File: src/rtl/angle_sweep_gen.sv
// angle_sweep_gen: registered angle sequencer feeding the sine LUT stage.
// A start pulse launches a sweep of COUNT angles (start, start+step, ...),
// each wrapped into 0..ANGLE_MOD-1, delivered over a valid/ready stream.
module angle_sweep_gen #(
  parameter int unsigned WIDTH     = 32,
  parameter int unsigned ANGLE_MOD = 360,
  parameter int unsigned CNT_W     = 16
) (
  input  logic             clk,
  input  logic             rst_n,
  input  logic             start,
  input  logic [WIDTH-1:0] start_angle,
  input  logic [WIDTH-1:0] step,
  input  logic [CNT_W-1:0] count,
  output logic [WIDTH-1:0] angle,
  output logic             angle_valid,
  input  logic             angle_ready,
  output logic             last,
  output logic             busy,
  output logic             done,
  output logic             cfg_err
);

  localparam int unsigned SUM_W   = WIDTH + 1;
  localparam logic [SUM_W-1:0] MOD_EXT = SUM_W'(ANGLE_MOD);

  typedef enum logic [1:0] {
    S_IDLE   = 2'd0,
    S_RUN    = 2'd1,
    S_FINISH = 2'd2
  } state_t;

  state_t           r_state;
  state_t           w_state_nxt;
  logic [WIDTH-1:0] r_angle;
  logic [WIDTH-1:0] w_angle_nxt;
  logic [WIDTH-1:0] r_step;
  logic [WIDTH-1:0] w_step_nxt;
  logic [CNT_W-1:0] r_remaining;
  logic [CNT_W-1:0] w_remaining_nxt;
  logic             r_valid;
  logic             w_valid_nxt;
  logic             r_last;
  logic             w_last_nxt;
  logic             r_busy;
  logic             w_busy_nxt;
  logic             r_done;
  logic             w_done_nxt;
  logic             r_cfg_err;
  logic             w_cfg_err_nxt;

  logic [SUM_W-1:0] w_sum;
  logic [WIDTH-1:0] w_angle_wrap;
  logic             w_cfg_bad;
  logic             w_xfer;

  // Next angle with a single conditional subtract; step < ANGLE_MOD keeps sum < 2*ANGLE_MOD
  always_comb begin
    w_sum        = {1'b0, r_angle} + {1'b0, r_step};
    w_angle_wrap = (w_sum >= MOD_EXT) ? WIDTH'(w_sum - MOD_EXT) : WIDTH'(w_sum);
    w_cfg_bad    = ({1'b0, start_angle} >= MOD_EXT) || ({1'b0, step} >= MOD_EXT);
    w_xfer       = r_valid && angle_ready;
  end

  // Next-state and next-output decode
  always_comb begin
    w_state_nxt     = r_state;
    w_angle_nxt     = r_angle;
    w_step_nxt      = r_step;
    w_remaining_nxt = r_remaining;
    w_valid_nxt     = r_valid;
    w_last_nxt      = r_last;
    w_cfg_err_nxt   = r_cfg_err;

    case (r_state)
      S_IDLE: begin
        if (start) begin
          if (w_cfg_bad) begin
            w_cfg_err_nxt = 1'b1;
          end else begin
            w_cfg_err_nxt = 1'b0;
            if (count == '0) begin
              w_state_nxt = S_FINISH;
            end else begin
              w_state_nxt     = S_RUN;
              w_step_nxt      = step;
              w_remaining_nxt = count;
              w_angle_nxt     = start_angle;
              w_valid_nxt     = 1'b1;
              w_last_nxt      = (count == CNT_W'(1));
            end
          end
        end
      end
      S_RUN: begin
        if (w_xfer) begin
          if (r_remaining > CNT_W'(1)) begin
            w_remaining_nxt = r_remaining - CNT_W'(1);
            w_angle_nxt     = w_angle_wrap;
            w_last_nxt      = (r_remaining == CNT_W'(2));
          end else begin
            w_valid_nxt = 1'b0;
            w_last_nxt  = 1'b0;
            w_state_nxt = S_FINISH;
          end
        end
      end
      S_FINISH: begin
        w_state_nxt = S_IDLE;
      end
      default: begin
        w_state_nxt = S_IDLE;
      end
    endcase

    w_busy_nxt = (w_state_nxt != S_IDLE);
    w_done_nxt = (w_state_nxt == S_FINISH);
  end

  // State and output registers with synchronous active-low reset
  always_ff @(posedge clk) begin
    if (!rst_n) begin
      r_state     <= S_IDLE;
      r_angle     <= '0;
      r_step      <= '0;
      r_remaining <= '0;
      r_valid     <= 1'b0;
      r_last      <= 1'b0;
      r_busy      <= 1'b0;
      r_done      <= 1'b0;
      r_cfg_err   <= 1'b0;
    end else begin
      r_state     <= w_state_nxt;
      r_angle     <= w_angle_nxt;
      r_step      <= w_step_nxt;
      r_remaining <= w_remaining_nxt;
      r_valid     <= w_valid_nxt;
      r_last      <= w_last_nxt;
      r_busy      <= w_busy_nxt;
      r_done      <= w_done_nxt;
      r_cfg_err   <= w_cfg_err_nxt;
    end
  end

  assign angle       = r_angle;
  assign angle_valid = r_valid;
  assign last        = r_last;
  assign busy        = r_busy;
  assign done        = r_done;
  assign cfg_err     = r_cfg_err;

endmodule

File: config.mk
export PLATFORM = sky130hd
export DESIGN_NAME = angle_sweep_gen
export DESIGN_NICKNAME = d
export VERILOG_FILES = /design/src/rtl/angle_sweep_gen.sv
export SDC_FILE = /design/constraint.sdc
export NUM_CORES = 1
export LEC_CHECK = 0
export ABC_CLOCK_PERIOD_IN_PS = 5900
export CORE_UTILIZATION = 45
export DETAILED_ROUTE_END_ITERATION = 10
export PLACE_DENSITY = 0.71
export SLEW_MARGIN = 20
export SYNTH_ARGS = -nofsm -noshare
export SYNTH_HDL_FRONTEND = slang
export SYNTH_SLANG_ARGS = --single-unit
File: constraint.sdc
create_clock -name clk -period 5.9 [get_ports clk]
set_input_delay 1.18 -clock clk [delete_from_list [all_inputs] [get_ports clk]]
set_output_delay 1.18 -clock clk [all_outputs]
set_load 0.02 [all_outputs]
==> results of run 1 <==
[worst min-delay path by stage]
stage	slack [ns]	from	endpoint
floorplan	0.43	r_remaining[11]$_SDFFE_PN0P_	r_remaining[11]$_SDFFE_PN0P_
global placement	0.45	r_step[20]$_SDFFE_PN0P_	r_step[20]$_SDFFE_PN0P_
detailed placement	0.45	r_step[9]$_SDFFE_PN0P_	r_step[9]$_SDFFE_PN0P_
CTS	0.47	r_step[13]$_SDFFE_PN0P_	r_step[13]$_SDFFE_PN0P_
global route	0.48	r_step[20]$_SDFFE_PN0P_	r_step[20]$_SDFFE_PN0P_
finish	0.46	r_step[13]$_SDFFE_PN0P_	r_step[13]$_SDFFE_PN0P_
[synth_stat cells, drive strengths merged, types with 16 or more instances]
| cell type | n | area, µm² |
|---|---|---|
| dfxtp | 87 | 1740 |
| a21oi | 78 | 394 |
| o21ai | 78 | 390 |
| nand2 | 77 | 289 |
| nor2 | 57 | 214 |
| and2 | 36 | 225 |
| ha | 36 | 450 |
| clkbuf | 33 | 124 |
| xnor2 | 25 | 219 |
| nor4 | 23 | 159 |
| inv | 21 | 78.8 |
| nor3 | 20 | 100 |
| nand3 | 19 | 95.1 |
| xor2 | 17 | 149 |
| nand4 | 16 | 100 |
| nor2b | 16 | 100 |
[critical path, stage by stage, from the launching register on]
cell     delay [ns]
dfxtp_1        0.32
ha_1           0.22
fa_1           0.40
a21o_1         0.21
a221o_1        0.44
a22oi_2        0.37
nand2_1        0.12
xor2_1         0.20
or4b_1         0.64
or4b_4         0.62
nor4_4         0.36
and2_1         0.35
buf_4          0.27
nor3_1         0.09
xnor2_1        0.14
o21ai_0        0.09
[cells by family (layout without fill, tap and decap cells)]
family | Yosys count | after routing | synth area share [%]
adders and majority gates | 37 | 37 | 7.50
and+or+nand+nor | 322 | 322 | 27.3
DFF | 87 | 87 | 27.8
xor gates and xnor gates | 42 | 42 | 5.86
buffers and inverters | 63 | 166 | 4.21
muxes | 12 | 12 | 1.92
AOI/OAI and AO/OA | 255 | 255 | 25.4
[per-stage QoR]
stage | setup WS [ns] | std cells | utilization, % | area (µm²) | power (mW)
floorplan | 1.28 | 818 | - | 6270 | 0.620
global placement | 1.05 | 1081 | 56.6 | 7580 | 0.686
detailed placement | 0.971 | 1081 | 56.6 | 7580 | 0.686
CTS | 0.952 | 1097 | 58.9 | 7890 | 1.28
global route | 0.680 | 1097 | 58.9 | 7890 | 1.32
finish | 0.903 | 1097 | 58.9 | 7890 | 1.27
[final cells by class]
cell class / count / area, µm² / share of cell area, %
clock buffers: 11 / 253 / 3.20
flip-flops and latches: 87 / 1740 / 22.1
clock inverters: 5 / 56.3 / 0.713
repair buffers: 129 / 1270 / 16.1
multi-input cells: 668 / 4270 / 54.2
inverters: 21 / 78.8 / 0.999
well taps: 176 / 220 / 2.79
[state kept, by name, summed over array words and instances (netlist names)]
name         flops
busy             1
r_state          2
angle           32
angle_valid      1
last             1
cfg_err          1
done             1
r_step          32
r_remaining     16
[layer usage]
layer	vias up	share of wire (%)
li1	3200	-
met1	2905	49
met2	200	44
met3	22	5.3
met4	0	1.5
met5	-	0
[where the power goes]
part           switching [mW]  internal [mW]
logic                  0.0282         0.0576
clock network           0.250          0.351
registers            0.000269          0.588
total                   0.279          0.996
==> impl_metrics.csv, run 1 <==
group,metric,value,unit
clock_network,clk_latency,0.36,ns
sta,rsz0062_at_grt,"no",
placed_design,place_congestion,0.891,
worst_setup_path,r2r_slack,0.90,ns
outcome,status,"finished clean",
floorplan,dieArea,0.0144,mm²
floorplan,die_width,120,µm
placed_design,dp.final_hpwl,13800,µm
clock_network,postCtsSetupRepairBufs,0,
global_routing,grt_max_degree,54,
worst_setup_path,worstReg2RegEnd,"angle[11]$_SDFFE_PN0P_",
sta,max_slew_margin,47.8,%
cells_and_area,diodes,0,
sta,fmaxAchievable,200,MHz
clock_network,clk_pin_slew_worst_paths,0.06,ns
worst_setup_path,r2r_start,"angle[0]$_SDFFE_PN0P_",
global_routing,grt_overflow,0,
sta,fin_crit_sh,84.7,%
sta,finalHoldViolCount,0,
pwr,leakagePower,3.16,nW
global_routing,antenna_found_initial,0,
worst_setup_path,path_class,"flop to flop",
clock_network,cts_tree,"done",
cells_and_area,final_nets,1037,
sta,slew_viol_final,0,
clock_network,clkSinkCount,87,
synth,syn_nets,939,
synth,ys_seq_elements,87,
worst_setup_path,worstPathArrival,5.21,ns
cells_and_area,syn_to_final_growth,25.8,%
worst_setup_path,r2r_cells,15,
clock_network,cts_root_buf,"clkbuf_16",
drt,drtIter0Drc,484,
clock_network,postCtsHoldBufs,0,
synth,synth_ff_type,"dfxtp_1",
synth,synth_cells,818,
cells_and_area,fillers,1285,
floorplan,ios,121,
sta,finClkSkew,0.00866,ns
sta,setup_viol,0,
clock_network,clk_path_buf_depth,2,
pwr,ir_drop,0.000161,V
global_routing,grtUsageMet2,40.7,%
drt,viasPerCell,5.77,
floorplan,row_count,42,
sta,worst_slew_pin_slew,0.782,ns
hold_path,whs_path_depth,1,
sta,holdWs,0.459,ns
clock_network,htree_num_levels,3,
worst_setup_path,crit_path_end,"angle[11]$_SDFFE_PN0P_",
global_routing,busiest_layer,"met2",
global_routing,global_route.usage.met3,4.18,%
synth,seq_area_frac_synth,27.8,%
synth,yosysUniqueCellTypes,72,
sta,fin_setup_tns,0,ns
worst_setup_path,worstPathRequired,6.11,ns
drt,ant_nets,0,
job,max_cap_violations,0,
floorplan,die_height,120,µm
drt,routed_wl,18100,µm
synth,synth_area,0.00627,mm²
cells_and_area,drive_gt1_share,4.45,%
clock_network,cts_resized,0,
global_routing,use_met1,36.8,%
synth,syn_avg_cell_area,7.67,µm²
drt,drc,0,
synth,synthArstFlopShare,0,%
synth,synth-edff-count,0,
drt,drt_pre_antenna_iters,5,
pwr,p_per_area,161,mW/mm²
cells_and_area,final_common_cell,"clkdlybuf4s50_1",
synth,ys_warn_count,0,
worst_setup_path,worstPathMaxFanout,14,
global_routing,grt_pass1_vias,5845,
global_routing,grtUsageTotal,26.2,%
worst_setup_path,critPathLaunch,"angle[0]$_SDFFE_PN0P_",
drt,num_vias,6327,
global_routing,grt_pass1_wl,30100,µm
cells_and_area,final_cell_mix,"120 x clkdlybuf4s50_1, 87 x dfxtp_1, 77 x a21oi_1, 77 x nand2_1, 71 x o21ai_0",
worst_setup_path,startpoint_type,"flop",
worst_setup_path,cp-end-kind,"flop",
placed_design,io_buffers,120,
clock_network,numCtsBuffers,9,
floorplan,core,0.0134,mm²
drt,wl_per_cell,16.5,µm
floorplan,start_util,46.8,%
sta,period_needed,5.00,ns
hold_path,hold_class,"flop to flop",
Note: power is estimated with default switching activity, not from simulation.
==> inputs of run 2 (changes only) <==
Settings changed: ABC_CLOCK_PERIOD_IN_PS 5900 to 4290, PLACE_DENSITY 0.71 to 0.74.
Clock period 5.9 ns to 4.29 ns, I/O delays scaled along.
==> run 2 against run 1 <==
  * The flow now finishes with violations (negative setup slack)
  * Via count grew 3.7%
  * Die area is the same
  * Global-route usage grew 0.76 points
  * Fmax grew 16%
  * Register-to-register slack lost 0.94 ns
  * Critical endpoint is now angle[14]$_SDFFE_PN0P_
  * Highest routed layer unchanged
==> impl_metrics.csv, run 2 (same netlist as run 1, synthesis figures left out) <==
group,metric,value,unit
pwr,leakagePower,3.33,nW
sta,finalHoldViolCount,0,
outcome,status,"finished with violations",
cells_and_area,design_area,0.00824,mm²
sta,max_slew_margin,30.0,%
drt,drt_pre_antenna_iters,5,
worst_setup_path,worstReg2RegEnd,"angle[14]$_SDFFE_PN0P_",
sta,fmaxAchievable,231,MHz
placed_design,dpl_cell_area,0.00782,mm²
floorplan,dieArea,0.0144,mm²
cells_and_area,final_cells,1125,
outcome,violations,"negative setup slack",
sta,rsz0062_at_grt,"yes",
drt,viasPerCell,5.83,
sta,finClkSkew,0.00629,ns
floorplan,die_width,120,µm
floorplan,core,0.0134,mm²
worst_setup_path,path_class,"flop to flop",
worst_setup_path,r2r_start,"angle[0]$_SDFFE_PN0P_",
worst_setup_path,cp-end-kind,"flop",
job,max_cap_violations,0,
clock_network,numCtsBuffers,9,
clock_network,clk_latency,0.35,ns
drt,drtIter0Drc,628,
placed_design,dp.cells,1107,
cells_and_area,final_nets,1068,
global_routing,grt_pass1_vias,6156,
floorplan,die_height,120,µm
clock_network,cts_tree,"done",
worst_setup_path,worstPathMaxFanout,8,
sta,slew_viol_final,0,
global_routing,grt_pass1_wl,30800,µm
sta,setup_viol,10,
hold_path,whs_path_depth,1,
clock_network,clk_pin_slew_worst_paths,0.06,ns
worst_setup_path,startpoint_type,"flop",
placed_design,dp.final_hpwl,14400,µm
cells_and_area,final_cell_mix,"120 x clkdlybuf4s50_1, 86 x dfxtp_1, 75 x nand2_1, 74 x a21oi_1, 66 x o21ai_0",
drt,num_vias,6561,
drt,routed_wl,19000,µm
hold_path,hold_class,"flop to flop",
floorplan,row_count,42,
clock_network,cts_root_buf,"clkbuf_16",
placed_design,place_congestion,0.963,
global_routing,grtUsageTotal,26.9,%
cells_and_area,syn_to_final_growth,31.4,%
pwr,ir_drop,0.000219,V
drt,ant_nets,0,
clock_network,clkSinkCount,87,
worst_setup_path,worstPathRequired,4.50,ns
worst_setup_path,worstPathArrival,4.54,ns
cells_and_area,drive_gt1_share,9.59,%
floorplan,start_util,46.8,%
clock_network,clk_path_buf_depth,2,
cells_and_area,diodes,0,
sta,worst_slew_pin_slew,1.05,ns
hold_path,worstHoldEndpoint,"r_step[14]$_SDFFE_PN0P_",
global_routing,grt_max_degree,30,
global_routing,antenna_found_initial,0,
floorplan,ios,121,
worst_setup_path,r2r_slack,-0.03,ns
sta,holdWs,0.463,ns
sta,period_needed,4.32,ns
drt,wl_per_cell,16.9,µm
clock_network,htree_num_levels,3,
clock_network,postCtsHoldBufs,0,
pwr,p_per_area,208,mW/mm²
worst_setup_path,r2r_cells,15,
worst_setup_path,critPathLaunch,"angle[0]$_SDFFE_PN0P_",
sta,finalWorstSetupSlack,-0.0326,ns
hold_path,hold_path_startpoint,"r_step[14]$_SDFFE_PN0P_",
cells_and_area,final_common_cell,"clkdlybuf4s50_1",
placed_design,io_buffers,120,
drt,drc,0,
sta,fin_crit_sh,101,%
global_routing,grt_overflow,0,
==> run 2: worst max path at each step <==
stage,end,slack (ns),cells after the start
after floorplan,angle[4]$_SDFFE_PN0P_,-0.05,18
after global placement,angle[12]$_SDFFE_PN0P_,0.07,15
after detailed placement,angle[14]$_SDFFE_PN0P_,-0.0005,15
after CTS,angle[28]$_SDFFE_PN0P_,-0.01,14
after global routing,angle[27]$_SDFFE_PN0P_,-0.24,15
final,angle[14]$_SDFFE_PN0P_,-0.03,15
==> run 2: timing repair <==
action                     CTS  global route
resized for setup            0            23
setup buffers                1             3
pin swaps                    0            22
gates cloned                 1             0
setup endpoints to repair    1            29
==> run 2: through the flow <==
step / power, mW / utilization [%] / worst slack (ns) / setup TNS, ns
final: 1.72 / 61.5 / -0.0326 / -0.146
after floorplan: 0.852 / - / -0.0529 / -0.295
after CTS: 1.73 / 60.6 / -0.0118 / -0.0118
after global placement: 0.943 / 58.4 / 0.0739 / 0
after global routing: 1.77 / 61.5 / -0.235 / -4.71
after detailed placement: 0.943 / 58.4 / -0.000515 / -0.000515
==> run 2: power by group <==
part	leakage [nW]	internal, mW	switching, mW	total (mW)
sequential	0.701	0.808	0.000247	0.808
combinational	2.49	0.0799	0.0382	0.118
clock	0.141	0.474	0.319	0.792
total	3.33	1.36	0.357	1.72
==> run 2: routing by layer <==
| metal | GRT usage, % | vias to the layer above | part of all wire [%] | routed length, µm |
|---|---|---|---|---|
| met5 | 0 | - | 0 | 0 |
| met4 | 9.53 | 0 | 2.8 | 536 |
| met3 | 4.61 | 44 | 5.9 | 1120 |
| met2 | 43.0 | 232 | 45 | 8520 |
| met1 | 36.3 | 3023 | 46 | 8810 |
| li1 | - | 3262 | - | - |
==> run 2: final cells by class <==
type	instances	area, µm²
Clock buffer	12	256
Clock inverter	1	30.0
Fill cell	1210	5160
Inverter	21	78.8
Multi-Input combinational cell	669	4410
Sequential cell	87	1750
Tap cell	176	220
Timing Repair Buffer	159	1510
==> run 2: worst max-delay path: stages (launching register included) <==
cell and delay, ns:
dfxtp_4 0.35, ha_4 0.16, fa_2 0.36, a21o_1 0.18, a221o_2 0.43, a221o_1 0.38, xor2_2 0.18, a21oi_2 0.10
or4b_4 0.48, or4b_4 0.52, nor4_4 0.32, and2_4 0.28, buf_12 0.13, nor4bb_2 0.05, xnor2_1 0.17, o21ai_1 0.07
==> inputs of run 3 (changes only) <==
Settings changed: CTS_CLUSTER_DIAMETER set to 100, GPL_ROUTABILITY_DRIVEN set to 1.
==> results of run 3 <==
No change in the layout: final DEF, timing and power equal those of run 2.
